`src/rtl/mspe_send_dram_writer_if.sv`:
```
// Bus bundle for the MSPE send-FIFO drain stage: show-ahead FIFO read side plus
// the Avalon-MM write master.
interface mspe_send_dram_writer_if #(
  parameter int DATA_W = 512,
  parameter int ADDR_W = 64
);
  logic [DATA_W-1:0]   fifo_q;
  logic                fifo_empty;
  logic                fifo_rdreq;
  logic                m_waitrequest;
  logic [ADDR_W-1:0]   m_address;
  logic [DATA_W-1:0]   m_writedata;
  logic                m_write;
  logic                m_read;
  logic [2:0]          m_burstcount;
  logic [DATA_W/8-1:0] m_byteenable;

  modport master (
    input  fifo_q, fifo_empty, m_waitrequest,
    output fifo_rdreq, m_address, m_writedata, m_write, m_read, m_burstcount, m_byteenable
  );

  modport slave (
    output fifo_q, fifo_empty, m_waitrequest,
    input  fifo_rdreq, m_address, m_writedata, m_write, m_read, m_burstcount, m_byteenable
  );
endinterface

```
`src/rtl/mspe_send_dram_writer.sv`:
```
// Drains result words from the show-ahead send FIFO and writes them to DRAM as
// single-beat Avalon writes at dst_addr + 64*index, reporting progress and done.
module mspe_send_dram_writer #(
  parameter int DATA_W = 512,
  parameter int ADDR_W = 64,
  parameter int CNT_W  = 64
) (
  input  logic                   clk,
  input  logic                   reset_n,
  input  logic                   start,
  input  logic                   clear,
  input  logic [ADDR_W-1:0]      dst_addr,
  input  logic [CNT_W-1:0]       data_count,
  mspe_send_dram_writer_if.master bus,
  output logic [CNT_W-1:0]       words_sent,
  output logic                   busy,
  output logic                   done
);

  typedef enum logic [1:0] {
    ST_IDLE  = 2'd0,
    ST_RUN   = 2'd1,
    ST_DRAIN = 2'd2,
    ST_DONE  = 2'd3
  } state_t;

  localparam logic [CNT_W-1:0] CNT_ONE = {{(CNT_W-1){1'b0}}, 1'b1};

  state_t              state_q, state_d;
  logic [ADDR_W-1:0]   dst_q, dst_d;
  logic [CNT_W-1:0]    count_q, count_d;
  logic [CNT_W-1:0]    issued_q, issued_d;
  logic [CNT_W-1:0]    sent_q, sent_d;
  logic                wr_q, wr_d;
  logic [ADDR_W-1:0]   addr_q, addr_d;
  logic [DATA_W-1:0]   data_q, data_d;

  logic                accept_s;
  logic                slot_free_s;
  logic                pop_s;
  logic [CNT_W-1:0]    word_off_s;

  // Next-state, output-beat register and counter updates.
  always_comb begin
    state_d    = state_q;
    dst_d      = dst_q;
    count_d    = count_q;
    issued_d   = issued_q;
    sent_d     = sent_q;
    wr_d       = wr_q;
    addr_d     = addr_q;
    data_d     = data_q;

    accept_s    = wr_q && !bus.m_waitrequest;
    slot_free_s = !wr_q || accept_s;
    pop_s       = (state_q == ST_RUN) && !bus.fifo_empty && slot_free_s && (issued_q < count_q);
    word_off_s  = {issued_q[CNT_W-7:0], 6'b000000};

    if (clear) begin
      state_d  = ST_IDLE;
      issued_d = {CNT_W{1'b0}};
      sent_d   = {CNT_W{1'b0}};
      wr_d     = 1'b0;
    end else begin
      // A pop refills the single output slot; an accept alone empties it.
      if (pop_s) begin
        wr_d     = 1'b1;
        data_d   = bus.fifo_q;
        addr_d   = dst_q + ADDR_W'(word_off_s);
        issued_d = issued_q + CNT_ONE;
      end else if (accept_s) begin
        wr_d = 1'b0;
      end else begin
        wr_d = wr_q;
      end

      if (accept_s) begin
        sent_d = sent_q + CNT_ONE;
      end else begin
        sent_d = sent_q;
      end

      case (state_q)
        ST_IDLE, ST_DONE: begin
          if (start) begin
            dst_d    = dst_addr;
            count_d  = data_count;
            issued_d = {CNT_W{1'b0}};
            sent_d   = {CNT_W{1'b0}};
            state_d  = (data_count == {CNT_W{1'b0}}) ? ST_DONE : ST_RUN;
          end else begin
            state_d = state_q;
          end
        end
        ST_RUN: begin
          if (issued_d == count_q) begin
            state_d = ST_DRAIN;
          end else begin
            state_d = ST_RUN;
          end
        end
        ST_DRAIN: begin
          if (sent_d == count_q) begin
            state_d = ST_DONE;
          end else begin
            state_d = ST_DRAIN;
          end
        end
        default: begin
          state_d = ST_IDLE;
        end
      endcase
    end
  end

  // State and datapath registers.
  always_ff @(posedge clk or negedge reset_n) begin
    if (!reset_n) begin
      state_q  <= ST_IDLE;
      dst_q    <= {ADDR_W{1'b0}};
      count_q  <= {CNT_W{1'b0}};
      issued_q <= {CNT_W{1'b0}};
      sent_q   <= {CNT_W{1'b0}};
      wr_q     <= 1'b0;
      addr_q   <= {ADDR_W{1'b0}};
      data_q   <= {DATA_W{1'b0}};
    end else begin
      state_q  <= state_d;
      dst_q    <= dst_d;
      count_q  <= count_d;
      issued_q <= issued_d;
      sent_q   <= sent_d;
      wr_q     <= wr_d;
      addr_q   <= addr_d;
      data_q   <= data_d;
    end
  end

  assign bus.fifo_rdreq   = pop_s;
  assign bus.m_write      = wr_q;
  assign bus.m_address    = addr_q;
  assign bus.m_writedata  = data_q;
  assign bus.m_read       = 1'b0;
  assign bus.m_burstcount = 3'd1;
  assign bus.m_byteenable = {(DATA_W/8){1'b1}};
  assign words_sent       = sent_q;
  assign busy             = (state_q == ST_RUN) || (state_q == ST_DRAIN);
  assign done             = (state_q == ST_DONE);

endmodule

```
`src/flat_wrapper.sv`:
```
// flat-port wrapper written by rule: the top's interface ports become plain ports
module mspe_send_dram_writer_flat 
#(
  parameter int DATA_W = 512,
  parameter int ADDR_W = 64,
  parameter int CNT_W  = 64
)
  (clk, reset_n, start, clear, dst_addr, data_count, words_sent, busy, done, bus_fifo_q, bus_fifo_empty, bus_m_waitrequest, bus_fifo_rdreq, bus_m_address, bus_m_writedata, bus_m_write, bus_m_read, bus_m_burstcount, bus_m_byteenable);
  mspe_send_dram_writer_if #(.DATA_W(DATA_W), .ADDR_W(ADDR_W)) bus_i ();
  input  logic clk;
  input  logic reset_n;
  input  logic start;
  input  logic clear;
  input  logic [ADDR_W-1:0] dst_addr;
  input  logic [CNT_W-1:0] data_count;
  output logic [CNT_W-1:0] words_sent;
  output logic busy;
  output logic done;
  input wire logic [$bits(bus_i.fifo_q)-1:0] bus_fifo_q;
  input wire logic [$bits(bus_i.fifo_empty)-1:0] bus_fifo_empty;
  input wire logic [$bits(bus_i.m_waitrequest)-1:0] bus_m_waitrequest;
  output wire logic [$bits(bus_i.fifo_rdreq)-1:0] bus_fifo_rdreq;
  output wire logic [$bits(bus_i.m_address)-1:0] bus_m_address;
  output wire logic [$bits(bus_i.m_writedata)-1:0] bus_m_writedata;
  output wire logic [$bits(bus_i.m_write)-1:0] bus_m_write;
  output wire logic [$bits(bus_i.m_read)-1:0] bus_m_read;
  output wire logic [$bits(bus_i.m_burstcount)-1:0] bus_m_burstcount;
  output wire logic [$bits(bus_i.m_byteenable)-1:0] bus_m_byteenable;
  assign bus_i.fifo_q = bus_fifo_q;
  assign bus_i.fifo_empty = bus_fifo_empty;
  assign bus_i.m_waitrequest = bus_m_waitrequest;
  assign bus_fifo_rdreq = bus_i.fifo_rdreq;
  assign bus_m_address = bus_i.m_address;
  assign bus_m_writedata = bus_i.m_writedata;
  assign bus_m_write = bus_i.m_write;
  assign bus_m_read = bus_i.m_read;
  assign bus_m_burstcount = bus_i.m_burstcount;
  assign bus_m_byteenable = bus_i.m_byteenable;
  mspe_send_dram_writer #(.DATA_W(DATA_W), .ADDR_W(ADDR_W), .CNT_W(CNT_W)) u_core (.clk(clk), .reset_n(reset_n), .start(start), .clear(clear), .dst_addr(dst_addr), .data_count(data_count), .bus(bus_i), .words_sent(words_sent), .busy(busy), .done(done));
endmodule
```
`config.mk`:
```
export PLATFORM = sky130hd
export DESIGN_NAME = mspe_send_dram_writer_flat
export DESIGN_NICKNAME = d
export VERILOG_FILES = /design/src/rtl/mspe_send_dram_writer_if.sv /design/src/rtl/mspe_send_dram_writer.sv /design/src/flat_wrapper.sv
export SDC_FILE = /design/constraint.sdc
export NUM_CORES = 2
export LEC_CHECK = 0
export CAP_MARGIN = 25
export CORE_AREA = 2 2 533 535
export CTS_CLUSTER_SIZE = 12
export DETAILED_ROUTE_END_ITERATION = 12
export DIE_AREA = 0 0 535 537
export PLACE_DENSITY = 0.39
export SLEW_MARGIN = 20
export SYNTH_ARGS = -nofsm -noshare
export SYNTH_HDL_FRONTEND = slang
export SYNTH_SLANG_ARGS = --single-unit
```
`constraint.sdc`:
```
create_clock -name clk -period 7.5 [get_ports clk]
set_input_delay 2.25 -clock clk [delete_from_list [all_inputs] [get_ports clk]]
set_output_delay 2.25 -clock clk [all_outputs]
set_load 0.005 [all_outputs]
```
# Word-level counts from Yosys, hierarchy flattened
# Index checks and enable logic that the tools add are counted.
[classes]
add_sub_neg = 3
magnitude_cmp = 1
n_eq_ne = 6
n_mux = 19
n_bitwise = 1
n_reduce_logical = 15
[op_table]
columns = ["operator", "n"]
rows = [
  ["2-to-1 mux 64 bit", 10],
  ["adder 64 x 1 -> 64 bit, second input constant", 2],
  ["== test 64 bit", 2],
  ["adder 64 bit", 1],
  ["zero test 64 bit", 1],
  ["less-than comparator 64 bit", 1],
  ["2-to-1 mux 2 bit", 4],
  ["one-hot mux 2 bit (3 select lines)", 1],
  ["== test 2 bit, second input constant", 2],
  ["logical AND 1 bit", 4],
  ["2-to-1 mux 1 bit", 4],
  ["zero test 1 bit", 3],
  ["inequality test 3 bit, second input constant", 1],
  ["AND reduction 3 bit", 1],
  ["nonzero test 3 bit", 1],
  ["== test 2 x 1 -> 1 bit, second input constant", 1],
  ["zero test 2 bit", 1],
  ["logical OR 1 bit", 2],
  ["AND reduction 2 bit", 1],
  ["OR reduction 2 bit", 1],
  ["NOT 1 bit", 1],
]
[word_totals]
register_bits = 835
input_bits = 646

# Longest topological paths before layout
[logic_depth]
word_depth = 11
mapped_depth = 19
mapped_depth_nobuf = 17

# Worst setup path after synthesis
# No wires, ideal clock.
[synth_timing]
kind = "input to register"
start = "input port bus_fifo_empty"
end = "register u_core.state_q[1]"
t_arrival_ns = 5.766
t_required_ns = 7.406
path_slack_ns = 1.640
stages = 15
path_buffers = 1
path_cell_list = "nor2b_1 > nand4_1 > nor4_4 > o2111ai_1 > a2111oi_1 > buf_2 > nand2_1 > xor2_1 > nor2_1 > a221o_1 > or4_1 > or4b_1 > nor4_2 > a211oi_1 > a211oi_1"
[synth_via]
elab_chain_len = 10
[synth_rtl]
columns = ["item", "line", "source"]
rows = [
  ["start, declared", "flat_wrapper.sv:20", "input wire logic [$bits(bus_i.fifo_empty)-1:0] bus_fifo_empty;"],
  ["zero test 1 bit", "mspe_send_dram_writer.sv:56", "pop_s = (state_q == ST_RUN) && !bus.fifo_empty && slot_free_s && (issued_q < count_q);"],
  ["logical AND 1 bit (3 in a row)", "mspe_send_dram_writer.sv:56", ""],
  ["2-to-1 mux 64 bit", "mspe_send_dram_writer.sv:66", "if (pop_s) begin"],
  ["2-to-1 mux 64 bit", "mspe_send_dram_writer.sv:59", "if (clear) begin"],
  ["== test 64 bit", "mspe_send_dram_writer.sv:96", "if (issued_d == count_q) begin"],
  ["2-to-1 mux 2 bit", "mspe_send_dram_writer.sv:96", ""],
  ["one-hot mux 2 bit (3 select lines)", "mspe_send_dram_writer.sv:83", "case (state_q)"],
  ["2-to-1 mux 2 bit", "mspe_send_dram_writer.sv:59", ""],
  ["end signal, assigned", "mspe_send_dram_writer.sv:128", "state_q <= state_d;"],
  ["end, declared", "mspe_send_dram_writer.sv:29", "state_t state_q, state_d;"],
]
# No other way between the ends. The select of a mux whose other input is x is not followed.
# A chain may end at the register's enable or synchronous reset.

# Worst setup path in the final report
[layout_timing]
start = "register u_core.count_q[43]"
end = "output port bus_fifo_rdreq"
[layout_via]
elab_chain_len = 2
[layout_rtl]
columns = ["item", "line", "source"]
rows = [
  ["start, declared", "mspe_send_dram_writer.sv:31", "logic [CNT_W-1:0] count_q, count_d;"],
  ["start signal, assigned", "mspe_send_dram_writer.sv:121", "count_q <= {CNT_W{1'b0}};"],
  ["start signal, assigned", "mspe_send_dram_writer.sv:130", "count_q <= count_d;"],
  ["less-than comparator 64 bit", "mspe_send_dram_writer.sv:56", ""],
  ["logical AND 1 bit", "mspe_send_dram_writer.sv:56", ""],
  ["end, declared", "flat_wrapper.sv:22", "output wire logic [$bits(bus_i.fifo_rdreq)-1:0] bus_fifo_rdreq;"],
]
# No other way between the ends.

==> results.md <==
* Worst stage delay on the critical path at 0.66 ns
* Worst-path fanout max at 9
* Via count at approximately 34000
* Final min period at 7.05 ns
* Post-CTS setup buffers at 0
* Outcome: complete, no violations
* # rows at between 150 and 200
* Initial antenna violation count at 160
* Most frequent CP cell: inv_1
* Per-cell routed wire length at 29.6 um
* Flops & latches, synth at 835
* Crit path capture type: output port
* Final ANT Viol Nets at 0
* Max-slew violations at 0
* Setup Skew at 0.0935 ns
* Vias per inst at 3.93
* Critical Path RT at 5.25 ns
* Die H at 537 um
* Num Clock Sinks at 835
* PortBufs at between 1000 and 1500
* Clk pwr share at 24.7%
* TNS Setup at 0 ns
* Synth Instances at 3450
* Crit share post-route at 94.0%
* Max_slew headroom at 28.6%
* CTS resizes at 0
* VDD IR max at 0.214 mV
* Power density over the cells at 380 nW/um2
* First-pass GRT wire length at 337 mm
* I/O Pins at 1358
* Vias in the first global route at 35086
* CTS buffer count at 116
* Max Freq at 142 MHz
* Hold WC Path Type: reg -> reg
* Multi-input logic area at approximately 18000 um2
* Kind of cell with the highest combined delay on the critical path: simple AND/OR/NAND/NOR gates
* Pleak at 25.5 nW
* Root buf cell: clkbuf_16
* Clock transition at path regs at 0.06 ns
* DIE WIDTH at 535 um
* Post-synth EDFFs at 0
* CTS max path bufs at 4
* Routed wire length at 258 mm
* Syn-to-layout area delta at 54.2%
* Starting DRT DRC Count at 1951
* Internal power at approximately 15 mW
* Reg power frac at 32.9%
* DRC at 0
* GRT Util Overall at 17.3%
* Starting density of the core at 14.4%
* Crit path cell chain: inv_1, ha_1, a21oi_2, o21ai_1, a221oi_2, o22ai_2, buf_4, or3_1, or3_2, inv_1, clkdlybuf4s50_1
* Clk_lat worst skew at 0.89 ns
* Sw power at 8.64 mW
* Die area at 287000 um2
* Number of setup violations in the final report at 0
* Post-CTS Hold Buffers at 0
* Layout cell share with drive strength beyond 1 at 20.4%
* RSZ-0062 raised after global routing: no
* H-Tree Depth at 3
* Synthesized area at between 40000 and 50000 um2
* Buf/Inv on CP at 4
* Switching share of power at 36.4%
* First-pass DRT Iterations at 5
* Nets at roughly 5600
* Avg Inst Size Synth at about 12 um2
* Sequential element share of the synthesized area at 51.6%
* TritonCTS clock tree: built
* Final Hold Fails at 0
* Synth warnings at 0
* Startpoint type of the worst setup path: flip-flop
* Grt ovf at 0
* Synth Flop Type: dfrtp_1
* DP Wirelength at ~220 mm
* Min Hold Slack at 0.479 ns
* Core area at 281000 um2
* Register Area at 20900 um2
* Filler instances at 30328
* Gp weighted congestion at approximately 0.91
* Largest net degree at the start of global routing at 142
* Max_cap viols at 0
* Synth cell types at 88
* Critical-path cell with the highest stage delay: dfrtp_1
* Worst EP arrival at 4.80 ns
* CP Class: reg -> out
* Logic pwr share at approximately 42%
* Synth async-reset ratio at 100%
* Slew @ Worst Pin at 1.07 ns
cell usage after synthesis, types with 46 or more instances:
cell | count | area share [%]
nand2_1 | 198 | 1.8
nor2_1 | 220 | 2.0
ha_1 | 125 | 3.9
mux2_2 | 649 | 18
o21ai_0 | 119 | 1.5
xor2_1 | 106 | 2.3
buf_4 | 68 | 1.3
clkbuf_1 | 133 | 1.2
nor3_1 | 46 | 0.57
inv_1 | 98 | 0.91
dfrtp_1 | 835 | 52
nand3_1 | 94 | 1.2
a21oi_1 | 122 | 1.5
nand4_1 | 66 | 1.0
xnor2_1 | 160 | 3.5
cell families (layout without fill, tap and decap cells):
kind of cell             count (synthesis)  in the layout  synth area share [%]
adder cells (fa/ha/maj)                126            126                  3.91
AO/OA/AOI/OAI                          444            444                  7.02
buffers and inverters                  307           1712                  3.53
flip-flops                             835            835                  51.6
AND/OR/NAND/NOR                        819            819                  10.1
multiplexers                           651            651                  18.1
other                                    2            113                0.0185
XOR/XNOR                               266            266                  5.75
worst paths after layout:
| kind | slack [ns] | depth (start not counted) | endpoint | startpoint |
|---|---|---|---|---|
| worst max-delay path | 0.45 | 11 | bus_fifo_rdreq | u_core.count_q[43]$_DFFE_PN0P_ |
| worst min-delay path | 0.48 | 2 | u_core.bus.m_address[29]$_DFFE_PN0P_ | u_core.bus.m_address[29]$_DFFE_PN0P_ |
| worst max register to register | 0.91 | 18 | u_core.state_q[1]$_DFFE_PN0P_ | u_core.count_q[43]$_DFFE_PN0P_ |
| worst min register to register | 0.48 | 2 | u_core.bus.m_address[29]$_DFFE_PN0P_ | u_core.bus.m_address[29]$_DFFE_PN0P_ |
| max in group asynchronous | 4.66 | 2 | u_core.bus.m_writedata[345]$_DFFE_PN0P_ | reset_n |
| min in group asynchronous | 1.40 | 1 | u_core.issued_q[36]$_DFF_PN0_ | reset_n |
worst register-to-register path, cell delays in order (launching register included):
cell and delay [ns]:
dfrtp_1 0.66, inv_1 0.25, ha_1 0.38, a21oi_2 0.12, o21ai_1 0.09, a221oi_2 0.30, o22ai_2 0.11, buf_4 0.18
or3_1 0.64, nor2_1 0.63, a311oi_1 0.25, nor4_2 0.41, nand4_1 0.24, or4_1 0.61, or4b_1 0.60, nor4_2 0.51
buf_4 0.21, a211oi_1 0.07, a211oi_1 0.24
registers in the layout (all words and copies together), names as in the netlist:
| name | count |
|---|---|
| u_core.bus.m_writedata | 512 |
| u_core.state_q | 2 |
| u_core.dst_q | 64 |
| u_core.bus.m_write | 1 |
| u_core.bus.m_address | 64 |
| u_core.issued_q | 64 |
| u_core.words_sent | 64 |
| u_core.count_q | 64 |
through the flow:
stage / cells / worst slack (ns) / util, % / cell area [um2] / power [mW]
after floorplan: 3516 / 1.64 / - / 40800 / 10.9
after global placement: 8454 / 0.0439 / 20.7 / 58400 / 18.1
after detailed placement: 8454 / 0.0524 / 20.8 / 58400 / 18.2
after CTS: 8664 / 0.385 / 22.2 / 62400 / 24.3
after global routing: 8671 / 0.231 / 22.2 / 62400 / 25.0
final: 8709 / 0.446 / 22.2 / 62500 / 23.7
power groups by stage:
stage | registers [mW] | clock network [mW] | logic, mW
2_1_floorplan | 7.57 | 0 | 3.35
6_report | 7.80 | 5.87 | 10.1
4_1_cts | 7.80 | 6.13 | 10.4
5_1_grt | 8.03 | 6.26 | 10.7
3_5_place_dp | 7.86 | 0 | 10.3
3_3_place_gp | 7.82 | 0 | 10.3
final cells by class:
type                       instances  share of cell area [%]
antenna                           45                   0.180
clock buffer                     166                    5.51
clock inverter                    44                   0.871
inverter                          99                   0.595
multi-input combinational       2374                    29.6
sequential                       835                    33.4
tap                             3743                    7.50
timing repair buffer            1403                    22.3
metal layers:
metal | up-vias | GRT usage, % | share of wire (%)
met1 | 17077 | 19.6 | 38
met2 | 1437 | 29.3 | 48
met5 | - | 0 | 0.41
met4 | 162 | 4.28 | 2.7
li1 | 15087 | - | -
met3 | 433 | 8.11 | 11
cell usage in the layout, fill, tap and decap left out, types with 94 or more instances in the layout:
cell type	n
a21oi_1	121
buf_4	99
clkbuf_16	116
clkdlybuf4s50_1	1288
dfrtp_1	835
ha_1	125
inv_1	98
mux2_2	649
nand2_1	198
nand3_1	94
nor2_1	220
o21ai_0	119
xnor2_1	160
xor2_1	106
Note: power is estimated with default switching activity, not from simulation.
